## config.mk

```make
export PLATFORM = sky130hd
export DESIGN_NAME = gc_fifo_rd_ctrl
export DESIGN_NICKNAME = d
export VERILOG_FILES = /design/src/rtl/gc_fifo_pkg.sv /design/src/rtl/gc_fifo_rd_ctrl_sync.sv /design/src/rtl/gc_fifo_rd_ctrl.sv
export SDC_FILE = /design/constraint.sdc
export NUM_CORES = 1
export LEC_CHECK = 0
export CAP_MARGIN = 20
export CORE_ASPECT_RATIO = 1.4
export CORE_UTILIZATION = 65
export DETAILED_ROUTE_END_ITERATION = 10
export DONT_BUFFER_PORTS = 1
export PLACE_DENSITY = 0.82
export SYNTH_ARGS = -nofsm -noshare
export SYNTH_HDL_FRONTEND = slang
export SYNTH_HIERARCHICAL = 1
export SYNTH_SLANG_ARGS = --single-unit
```

## constraint.sdc

```tcl
create_clock -name clk -period 14.6 [get_ports clk]
set_clock_uncertainty 0.2 [all_clocks]
set_input_delay 2.92 -clock clk [delete_from_list [all_inputs] [get_ports clk]]
set_output_delay 2.92 -clock clk [all_outputs]
set_load 0.005 [all_outputs]
```

## src/rtl/gc_fifo_pkg.sv

```systemverilog
// Shared definitions for the dual-clock audio sample FIFO: pointer/data widths
// and the Gray/binary pointer conversions used by both clock domains.
package gc_fifo_pkg;

  localparam int unsigned GC_PTR_W     = 8;
  localparam int unsigned GC_DEPTH     = 128;
  localparam int unsigned AUDIO_DATA_W = 24;

  typedef logic [GC_PTR_W-1:0] gc_ptr_t;

  function automatic gc_ptr_t gray2bin(input gc_ptr_t g);
    gc_ptr_t b;
    b[GC_PTR_W-1] = g[GC_PTR_W-1];
    for (int unsigned i = 1; i < GC_PTR_W; i++) begin
      b[GC_PTR_W-1-i] = b[GC_PTR_W-i] ^ g[GC_PTR_W-1-i];
    end
    return b;
  endfunction

  function automatic gc_ptr_t bin2gray(input gc_ptr_t b);
    return b ^ (b >> 1);
  endfunction

endpackage

```

## src/rtl/gc_fifo_rd_ctrl_sync.sv

```systemverilog
// N-flop bus synchronizer with synchronous active-low clear; the bus must be
// Gray coded so that at most one bit is in transition when sampled.
module gc_sync #(
  parameter int unsigned WIDTH  = 8,
  parameter int unsigned STAGES = 2
) (
  input  logic             clk,
  input  logic             rstn,
  input  logic [WIDTH-1:0] d,
  output logic [WIDTH-1:0] q
);

  logic [WIDTH-1:0] stage [STAGES];

  always_ff @(posedge clk) begin
    if (!rstn) begin
      for (int unsigned i = 0; i < STAGES; i++) stage[i] <= '0;
    end else begin
      stage[0] <= d;
      for (int unsigned i = 1; i < STAGES; i++) stage[i] <= stage[i-1];
    end
  end

  assign q = stage[STAGES-1];

endmodule

```

## src/rtl/gc_fifo_rd_ctrl.sv

```systemverilog
// Read-side controller of the dual-clock audio FIFO: pointer sync, level/empty,
// RAM fetch and a 2-entry FWFT output buffer. GC_SYNC3_EN selects a 3-flop sync.
module gc_fifo_rd_ctrl
  import gc_fifo_pkg::*;
#(
  parameter int unsigned PTR_W  = GC_PTR_W,
  parameter int unsigned DATA_W = AUDIO_DATA_W
) (
  input  logic              clk,
  input  logic              rstn,
  input  logic [PTR_W-1:0]  wr_gc,
  output logic [PTR_W-1:0]  rd_gc,
  output logic              mem_ren,
  output logic [PTR_W-2:0]  mem_raddr,
  input  logic [DATA_W-1:0] mem_rdata,
  output logic              rd_valid,
  output logic [DATA_W-1:0] rd_data,
  input  logic              rd_ready,
  output logic [PTR_W-1:0]  level,
  output logic              empty
);

`ifdef GC_SYNC3_EN
  localparam int unsigned SYNC_STAGES = 3;
`else
  localparam int unsigned SYNC_STAGES = 2;
`endif

  logic [PTR_W-1:0]  wr_sync;
  logic [PTR_W-1:0]  wr_bin;
  logic [PTR_W-1:0]  rd_ptr;
  logic [1:0]        cnt;
  logic [1:0]        occ;
  logic              inflight;
  logic              pop;
  logic              push;
  logic [DATA_W-1:0] buf0;
  logic [DATA_W-1:0] buf1;

  gc_sync #(
    .WIDTH  (PTR_W),
    .STAGES (SYNC_STAGES)
  ) u_sync (
    .clk  (clk),
    .rstn (rstn),
    .d    (wr_gc),
    .q    (wr_sync)
  );

  assign wr_bin    = gray2bin(wr_sync);
  assign level     = wr_bin - rd_ptr;
  assign empty     = (level == '0);
  assign mem_raddr = rd_ptr[PTR_W-2:0];

  assign rd_valid = (cnt != 2'd0);
  assign rd_data  = buf0;
  assign pop      = rd_valid && rd_ready;
  assign push     = inflight;

  // An in-flight read reserves a buffer slot, so occupancy never exceeds 2.
  assign occ     = cnt + 2'(inflight);
  assign mem_ren = !empty && ((occ - 2'(pop)) < 2'd2);

  always_ff @(posedge clk) begin
    if (!rstn) begin
      rd_ptr   <= '0;
      rd_gc    <= '0;
      inflight <= 1'b0;
      cnt      <= '0;
      buf0     <= '0;
      buf1     <= '0;
    end else begin
      inflight <= mem_ren;
      rd_gc    <= bin2gray(rd_ptr);
      if (mem_ren) rd_ptr <= rd_ptr + PTR_W'(1);
      case ({push, pop})
        2'b01: begin
          buf0 <= buf1;
          cnt  <= cnt - 2'd1;
        end
        2'b10: begin
          if (cnt == 2'd0) buf0 <= mem_rdata;
          else             buf1 <= mem_rdata;
          cnt <= cnt + 2'd1;
        end
        2'b11: begin
          // Head leaves and the returning word joins at the tail.
          if (cnt == 2'd1) begin
            buf0 <= mem_rdata;
          end else begin
            buf0 <= buf1;
            buf1 <= mem_rdata;
          end
        end
        default: ;
      endcase
    end
  end

endmodule

```

; ---- Yosys cells after proc, flatten, opt, wreduce, memory -nomap -nowiden
; Memories as Yosys holds them, arrays and structs flattened.
; Cells that the tools add are included.
[totals]
memories = 1
ram_bits = 16
out_inout_bits = 50
ff_bits = 67
input_bits = 35
[classes]
add_sub_neg = 6
mux = 11
n_eq_ne = 7
reduce_logical = 11
bitwise = 10
magnitude_cmp = 1
[mem_list]
columns = name, words, width, rd, rd_ports_with_merged_regs, wr, line_no
row1 = u_sync.stage, 2, 8, 2, 0, 2, gc_fifo_rd_ctrl_sync.sv:13  ; logic [WIDTH-1:0] stage [STAGES];
[op_table]
columns = cell, count
row1 = 2-to-1 mux 24 bit, 4
row2 = one-hot mux 24 bit (3 select lines), 1
row3 = one-hot mux 24 bit (2 select lines), 1
row4 = 2-to-1 mux 8 bit, 2
row5 = adder 8 x 1 -> 8 bit (second input constant), 1
row6 = zero test 8 bit, 1
row7 = subtractor 8 bit, 1
row8 = XOR 8 x 7 -> 8 bit, 1
row9 = XOR 1 bit, 7
row10 = != test 2 bit (second input constant), 3
row11 = nonzero test 2 bit, 3
row12 = == test 2 x 1 -> 1 bit (second input constant), 2
row13 = == test 2 bit (second input constant), 2
row14 = one-hot mux 2 bit (2 select lines), 1
row15 = AND reduction 3 bit, 1
row16 = nonzero test 3 bit, 1
row17 = adder 2 x 1 -> 2 bit, 1
row18 = adder 2 x 1 -> 2 bit (second input constant), 1
row19 = logical AND 1 bit, 2
row20 = zero test 2 bit, 1
row21 = less-than comparator 2 bit (second input constant), 1
row22 = 2-to-1 mux 1 bit, 2
row23 = bitwise OR 1 bit, 2
row24 = AND reduction 2 bit, 1
row25 = 3 further kinds, 3

; ---- Longest topological paths before layout
; Gate-level depths: netlist of the first run.
[logic_depth]
ltp_word = 11
mapped_depth = 18
mapped_depth_nobuf = 16

; ---- Hierarchy
; Netlist of the first run, hierarchy kept.
[modules_own_cells]
columns = module, instances, area_per_inst_um2, cells_each
row1 = gc_fifo_rd_ctrl, 1, 3335.7, 372
row2 = gc_sync, 1, 506.7, 41

; ---- Worst setup path before layout of the first run
; OpenSTA, ideal clock, no wires.
[synth_timing]
path_type = in2out
start = input port rd_ready
end = output port mem_ren
cell_stages = 8
setup_slack_ns = 7.358
t_arrival_ns = 4.122
path_cell_list = nand2_1 inv_1 ha_1 nand2b_1 xnor2_1 inv_1 a31oi_2 buf_2
[synth_between]
elab_chain_cells = 4
[synth_rtl]
columns = element, line_no
row1 = "start, declared", gc_fifo_rd_ctrl.sv:18  ; input logic rd_ready,
row2 = logical AND 1 bit, gc_fifo_rd_ctrl.sv:57  ; assign pop = rd_valid && rd_ready;
row3 = subtractor 2 x 1 -> 2 bit, gc_fifo_rd_ctrl.sv:62  ; assign mem_ren = !empty && ((occ - 2'(pop)) < 2'd2);
row4 = less-than comparator 2 bit, gc_fifo_rd_ctrl.sv:62
row5 = logical AND 1 bit, gc_fifo_rd_ctrl.sv:62
row6 = "end, declared", gc_fifo_rd_ctrl.sv:13  ; output logic mem_ren,
; Every way passes these cells.

; ---- Final worst setup path of the first run
; Same ends and word-level chain as after synthesis.

==> impl_metrics.json, run 1 <==
{
  "pre_cts_ws_ns": 7.12,
  "place_congestion": 0.782,
  "final.setup.worst_slack_ns": 7.09,
  "slew_headroom": 0.440,
  "arrival_ns": 4.39,
  "postRouteAntennaNets": 0,
  "synth_area_leaders": "dfxtp_1, nand2_1, o211a_1, ha_1, a21boi_0",
  "vias": 2694,
  "wl_per_cell_um": 15.9,
  "reg2reg_setup_slack_ns": 9.87,
  "start_kind": "input port",
  "first_pass_iters": 4,
  "post-dp-hpwl_mm": 4.90,
  "fmax_mhz": 133,
  "n_fill_cell": 455,
  "final.period_utilization": 0.514,
  "yosysSeqAreaShare": 0.432,
  "worstHoldPathType": "reg2reg",
  "min-delay-start": "u_sync/stage[0][2]$_SDFF_PN0_",
  "syn_avg_cell_area_um2": 9.30,
  "diodes": 0,
  "whs_path_depth": 1,
  "synth.top_cell.area_share": 0.432,
  "post_cts.repair.setup_buffers": 0,
  "swShare": 0.385,
  "clk-insertion-delay-late_ns": 0.34,
  "synth.largest_area_cell": "dfxtp_1",
  "grt_first_pass_wirelength_mm": 11.6,
  "ff2ff_path_depth": 16,
  "antenna_found_initial": 0,
  "syn-num-nets": 467,
  "htree_num_levels": 3,
  "via_per_inst": 5.82,
  "root_buffer": "clkbuf_8",
  "core_area_mm2": 0.00561,
  "dpl_cell_area_mm2": 0.00375,
  "finalSetupTns_ns": 0,
  "maxCapViolCount": 0,
  "final_nets": 444,
  "die_x_um": 67.0,
  "numClockSinks": 83,
  "p_sw_uw": 326,
  "io_pins": 85,
  "cts_buffers": 9,
  "hold_viol": 0,
  "grt_max_degree": 88,
  "end_kind": "output port",
  "synthToLayoutAreaGrowth_pct": 3.94,
  "path_class": "in2out",
  "regToRegStartpoint": "u_sync/stage[0][15]$_SDFF_PN0_",
  "hold_end": "u_sync/stage[0][10]$_SDFF_PN0_",
  "post_cts_resized": 0,
  "synth-seq-cells": 83,
  "drive_above_1_share": 0.106,
  "hold_buffers": 0,
  "overflow": 0,
  "intPower_uw": 520,
  "drt_iter0_drc": 139,
  "drc": 0,
  "r2r_end": "rd_ptr[7]$_SDFFE_PN0P_",
  "initial_core_util": 0.685,
  "static-leakage-power_nw": 1.89,
  "gr-usage-all-layers": 0.250,
  "required_ns": 11.48,
  "post-route-min-period_ns": 7.51,
  "dieArea_mm2": 0.00623,
  "p_comb_frac": 0.395,
  "synthCells": 413,
  "ir_drop_uv": 150,
  "yosys_warnings": 6,
  "finalSetupViolCount": 0,
  "drt-total-wl_mm": 7.35,
  "grt_pass1_vias": 2512,
  "final_area_mm2": 0.00399,
  "syn_area_mm2": 0.00384,
  "status": "finished clean",
  "power_frac_seq": 0.400,
  "power_density_mw_per_mm2": 212,
  "ys_types": 42,
  "portBuffers": 0,
  "tritoncts": "yes",
  "clockBufferDepth": 2,
  "clkTransAtPathRegs_ns": 0.08,
  "maxSlewViolCount": 0,
  "die_h_um": 93.0,
  "pwr-share-clk": 0.205,
  "utilization": 0.713,
  "path_max_fanout": 13,
  "fp-row-count": 32,
  "rsz0062_at_grt": "false",
  "max_slew.worst_pin.slew_ns": 0.840
}
-- synthesized netlist by cell type (all sizes together) --
cell type,n
xnor2,9
o211a,24
a2111oi,1
ha,18
and3,4
a21oi,6
clkbuf,19
dfxtp,83
nand2b,3
or3,2
a311oi,1
o22ai,1
a31oi,1
inv,20
mux2i,4
o21a,1
buf,18
o21ai,6
nand4,1
a21o,2
xor2,9
a21boi,24
nor2b,3
or2,1
mux2,1
fa,1
nand3,1
a31o,1
and4,1
nand2,88
and2,29
o221ai,1
a211oi,1
nor2,4
a22oi,24
-- final cells by class --
| cell class | instances | area (um^2) | area share |
|---|---|---|---|
| inverter | 20 | 75.1 | 0.0188 |
| clock inverter | 5 | 77.6 | 0.0194 |
| clock buffer | 11 | 131 | 0.0329 |
| sequential | 83 | 1660 | 0.416 |
| timing repair buffer | 3 | 42.5 | 0.0107 |
| tap | 68 | 85.1 | 0.0213 |
| multi-input combinational | 273 | 1920 | 0.481 |
-- cells in the final DEF, fill, tap and decap left out, types with 2 or more instances in the layout --
cell type	Yosys	layout
a21boi_0	24	24
a21o_1	2	2
a21oi_1	6	5
a22oi_1	24	24
and2_1	17	17
and2_2	12	12
and3_1	4	4
bufinv_16	0	2
clkbuf_1	19	2
clkbuf_8	0	9
clkinv_2	0	2
dfxtp_1	83	83
ha_1	18	18
inv_1	20	20
mux2i_1	4	3
nand2_1	88	88
nand2b_1	3	3
nor2_1	2	2
nor2_2	2	2
nor2b_1	3	3
o211a_1	24	24
o21ai_0	6	5
or3_1	2	2
xnor2_1	6	6
xnor2_2	3	3
xor2_1	8	8
-- cells by family after synthesis --
logic type,synth area share
adder cells (fa/ha/maj),0.0638
AND/OR/NAND/NOR,0.169
AO/OA/AOI/OAI,0.199
flip-flops,0.432
multiplexers,0.0143
buffers and inverters,0.0726
XOR/XNOR,0.0488
-- layer usage --
metal / vias to the layer above / GRT usage / routed length, um
met1: 1264 / 0.266 / 2790
li1: 1331 / - / -
met5: - / 0 / 0
met2: 80 / 0.419 / 3850
met4: 0 / 0.151 / 233
met3: 19 / 0.0780 / 479
-- worst max-delay path, cell delays in order --
cell and delay (ns):
nand2_1 0.12, inv_1 0.08, ha_1 0.31, nand2b_1 0.17
xnor2_1 0.17, inv_1 0.08, a31oi_2 0.53
-- registers in the layout (all words and copies together) (netlist names) --
name          count
buf1             24
rd_data          24
u_sync/stage     16
rd_gc             8
rd_ptr            8
cnt               2
inflight          1
-- how the worst max path moves through the flow --
stage / from / end / slack (ns) / cells past startpoint
final: rd_ready / mem_ren / 7.09 / 7
after global routing: rd_ready / mem_ren / 6.95 / 7
after CTS: rd_ready / mem_ren / 7.09 / 7
after detailed placement: rd_ready / mem_ren / 7.12 / 7
after global placement: rd_ready / mem_ren / 7.19 / 7
after floorplan: rd_ready / mem_ren / 7.36 / 8
-- power by group through the flow --
| stage | logic [mW] | clock network [mW] | registers [mW] |
|---|---|---|---|
| after global placement | 0.309 | 0 | 0.341 |
| after floorplan | 0.271 | 0 | 0.329 |
| final | 0.334 | 0.173 | 0.338 |
| after CTS | 0.322 | 0.177 | 0.339 |
| after global routing | 0.377 | 0.187 | 0.346 |
| after detailed placement | 0.320 | 0 | 0.343 |
-- through the flow --
step                      cells  hold slack, ns  total power [mW]
after floorplan             413           0.212             0.599
after global placement      445           0.218             0.650
after detailed placement    445           0.219             0.663
after CTS                   461           0.238             0.838
after global routing        463           0.250             0.910
final                       463           0.235             0.845
Note: power is estimated with default switching activity, not from simulation.
==> run 2, diff against run 1 <==
--- a/config.mk
+++ b/config.mk
@@ -7,10 +7,10 @@
 export LEC_CHECK = 0
 export CAP_MARGIN = 20
 export CORE_ASPECT_RATIO = 1.4
-export CORE_UTILIZATION = 65
+export CORE_UTILIZATION = 57
 export DETAILED_ROUTE_END_ITERATION = 10
 export DONT_BUFFER_PORTS = 1
-export PLACE_DENSITY = 0.82
+export PLACE_DENSITY = 0.76
 export SYNTH_ARGS = -nofsm -noshare
 export SYNTH_HDL_FRONTEND = slang
 export SYNTH_HIERARCHICAL = 1
==> constraint.sdc (replaced) <==
create_clock -name clk -period 6.7 [get_ports clk]
set_clock_uncertainty 0.2 [all_clocks]
set_input_delay 1.34 -clock clk [delete_from_list [all_inputs] [get_ports clk]]
set_output_delay 1.34 -clock clk [all_outputs]
set_load 0.005 [all_outputs]
==> run 2 against run 1 <==
  * The flow now finishes with violations (design-rule violations)
  * Highest routed layer unchanged
  * Largest cell class unchanged
  * Combinational power grew 120%
  * Sequential share of layout area fell by 0.17 points
  * Utilization shrank 10 points
  * Die area up 14%
  * Wire length shrank 2.9%
  * Sequential power up 120%
  * Clock-buffer cell count is 1 lower
  * Flip-flop and latch count is the same
  * Critical path type is now reg2out
  * Worst hold slack better by 0.011 ns
==> impl_metrics.json, run 2 (synthesis results as in run 1) <==
{
  "final_common_cell": "nand2_1",
  "path_class": "reg2out",
  "root_buffer": "clkbuf_8",
  "ff2ff_path_depth": 16,
  "synthToLayoutAreaGrowth_pct": 4.36,
  "vias": 2676,
  "regToRegStartpoint": "u_sync/stage[0][15]$_SDFF_PN0_",
  "postRouteAntennaNets": 0,
  "initial_core_util": 0.585,
  "overflow": 0,
  "grt_pass1_vias": 2622,
  "first_pass_iters": 8,
  "min-delay-start": "u_sync/stage[0][1]$_SDFF_PN0_",
  "crit_path_cell_trace": "xor2_1, xnor2_2, xor2_2, xnor2_2, xnor2_2, xor2_1, xor2_1, ha_1, fa_1, nor2b_1, o22ai_1, xnor2_1, a2111oi_4, a31oi_2",
  "slew_headroom": 0.458,
  "finalSetupViolCount": 0,
  "wl_per_cell_um": 15.2,
  "status": "finished, violations left",
  "drt-total-wl_mm": 7.13,
  "drc": 4,
  "static-leakage-power_nw": 1.90,
  "final.period_utilization": 0.849,
  "r2r_end": "rd_ptr[7]$_SDFFE_PN0P_",
  "antenna_found_initial": 0,
  "post_cts.repair.setup_buffers": 0,
  "gr-usage-all-layers": 0.211,
  "path_max_fanout": 13,
  "tritoncts": "yes",
  "fp-row-count": 35,
  "arrival_ns": 4.15,
  "post-route-min-period_ns": 5.69,
  "io_pins": 85,
  "rsz0062_at_grt": "false",
  "maxCapViolCount": 0,
  "cts_buffers": 9,
  "finalSetupTns_ns": 0,
  "maxSlewViolCount": 0,
  "numClockSinks": 83,
  "drt_iter0_drc": 89,
  "hold_buffers": 0,
  "cpPeakStageDelay_ns": 0.59,
  "total_power_mw": 1.84,
  "end_kind": "output port",
  "grt_first_pass_wirelength_mm": 11.8,
  "hold_end": "u_sync/stage[0][9]$_SDFF_PN0_",
  "reg2reg_setup_slack_ns": 1.95,
  "htree_num_levels": 3,
  "place_congestion": 0.855,
  "core_area_mm2": 0.00657,
  "max_slew.worst_pin.slew_ns": 0.813,
  "post_cts_resized": 0,
  "die_h_um": 99.1,
  "portBuffers": 0,
  "fmax_mhz": 176,
  "clockBufferDepth": 2,
  "post-dp-hpwl_mm": 4.86,
  "start_kind": "flop",
  "worstHoldPathType": "reg2reg",
  "ir_drop_uv": 258,
  "via_per_inst": 5.71,
  "cp_slowest_cell": "a31oi_2",
  "diodes": 0,
  "final_nets": 444,
  "dieArea_mm2": 0.00708,
  "clk-insertion-delay-late_ns": 0.34,
  "whs_path_depth": 1,
  "final_cell_mix": "nand2_1, dfxtp_1, a22oi_1, o211a_1, a21boi_0",
  "drive_above_1_share": 0.109,
  "grt_max_degree": 88,
  "clkTransAtPathRegs_ns": 0.08,
  "die_x_um": 71.4,
  "violations": "design-rule violations",
  "power_density_mw_per_mm2": 460,
  "required_ns": 5.16,
  "hold_viol": 0
}
run 2: changes by cell type in the layout (fill, tap and decap cells not counted):
cell / before / now
clkinv_4: 0 / 2
clkbuf_1: 2 / 1
clkinv_2: 2 / 1
run 2: worst max path at each step:
| stage | endpoint | startpoint | slack, ns |
|---|---|---|---|
| global placement | mem_ren | u_sync/stage[0][15]$_SDFF_PN0_ | 1.59 |
| CTS | mem_ren | u_sync/stage[0][15]$_SDFF_PN0_ | 0.98 |
| floorplan | mem_ren | u_sync/stage[0][15]$_SDFF_PN0_ | 1.61 |
| detailed placement | mem_ren | u_sync/stage[0][15]$_SDFF_PN0_ | 1.37 |
| finish | mem_ren | u_sync/stage[0][15]$_SDFF_PN0_ | 1.01 |
| global route | mem_ren | u_sync/stage[0][15]$_SDFF_PN0_ | 0.74 |
run 2: stage by stage:
stage                     setup WS, ns  instance area [um^2]  utilization  hold WS, ns  cells
after floorplan                   1.61                  3840            -        0.212    413
after global placement            1.59                  3760        0.572        0.219    451
after detailed placement          1.37                  3760        0.572        0.227    451
after CTS                        0.978                  3980        0.605        0.251    467
after global routing             0.740                  4010        0.610        0.267    469
final                             1.01                  4010        0.610        0.245    469
run 2: where the power goes:
part / leakage (nW) / switching, mW / internal [mW]
clock: 0.106 / 0.172 / 0.211
sequential: 0.682 / 0.105 / 0.633
combinational: 1.11 / 0.433 / 0.291
total: 1.90 / 0.710 / 1.13
run 2: final cells by class:
type	count	area (um^2)
sequential	83	1660
tap	74	92.6
fill	569	2560
clock inverter	6	90.1
multi-input combinational	273	1920
inverter	20	75.1
timing repair buffer	3	42.5
clock buffer	10	128
run 2: metal layers:
metal / global-route usage / vias up / share of wire
li1: - / 1332 / -
met5: 0 / - / 0
met3: 0.0659 / 10 / 0.070
met4: 0.0846 / 0 / 0.020
met2: 0.374 / 73 / 0.51
met1: 0.231 / 1261 / 0.40
run 2: critical path: cells and delay by family, from the launching register on:
kind,cells,cell delay (ns)
compound gates,3,0.78
xor+xnor,8,1.83
fa+ha+maj,2,0.64
flops,1,0.37
simple gates,1,0.19
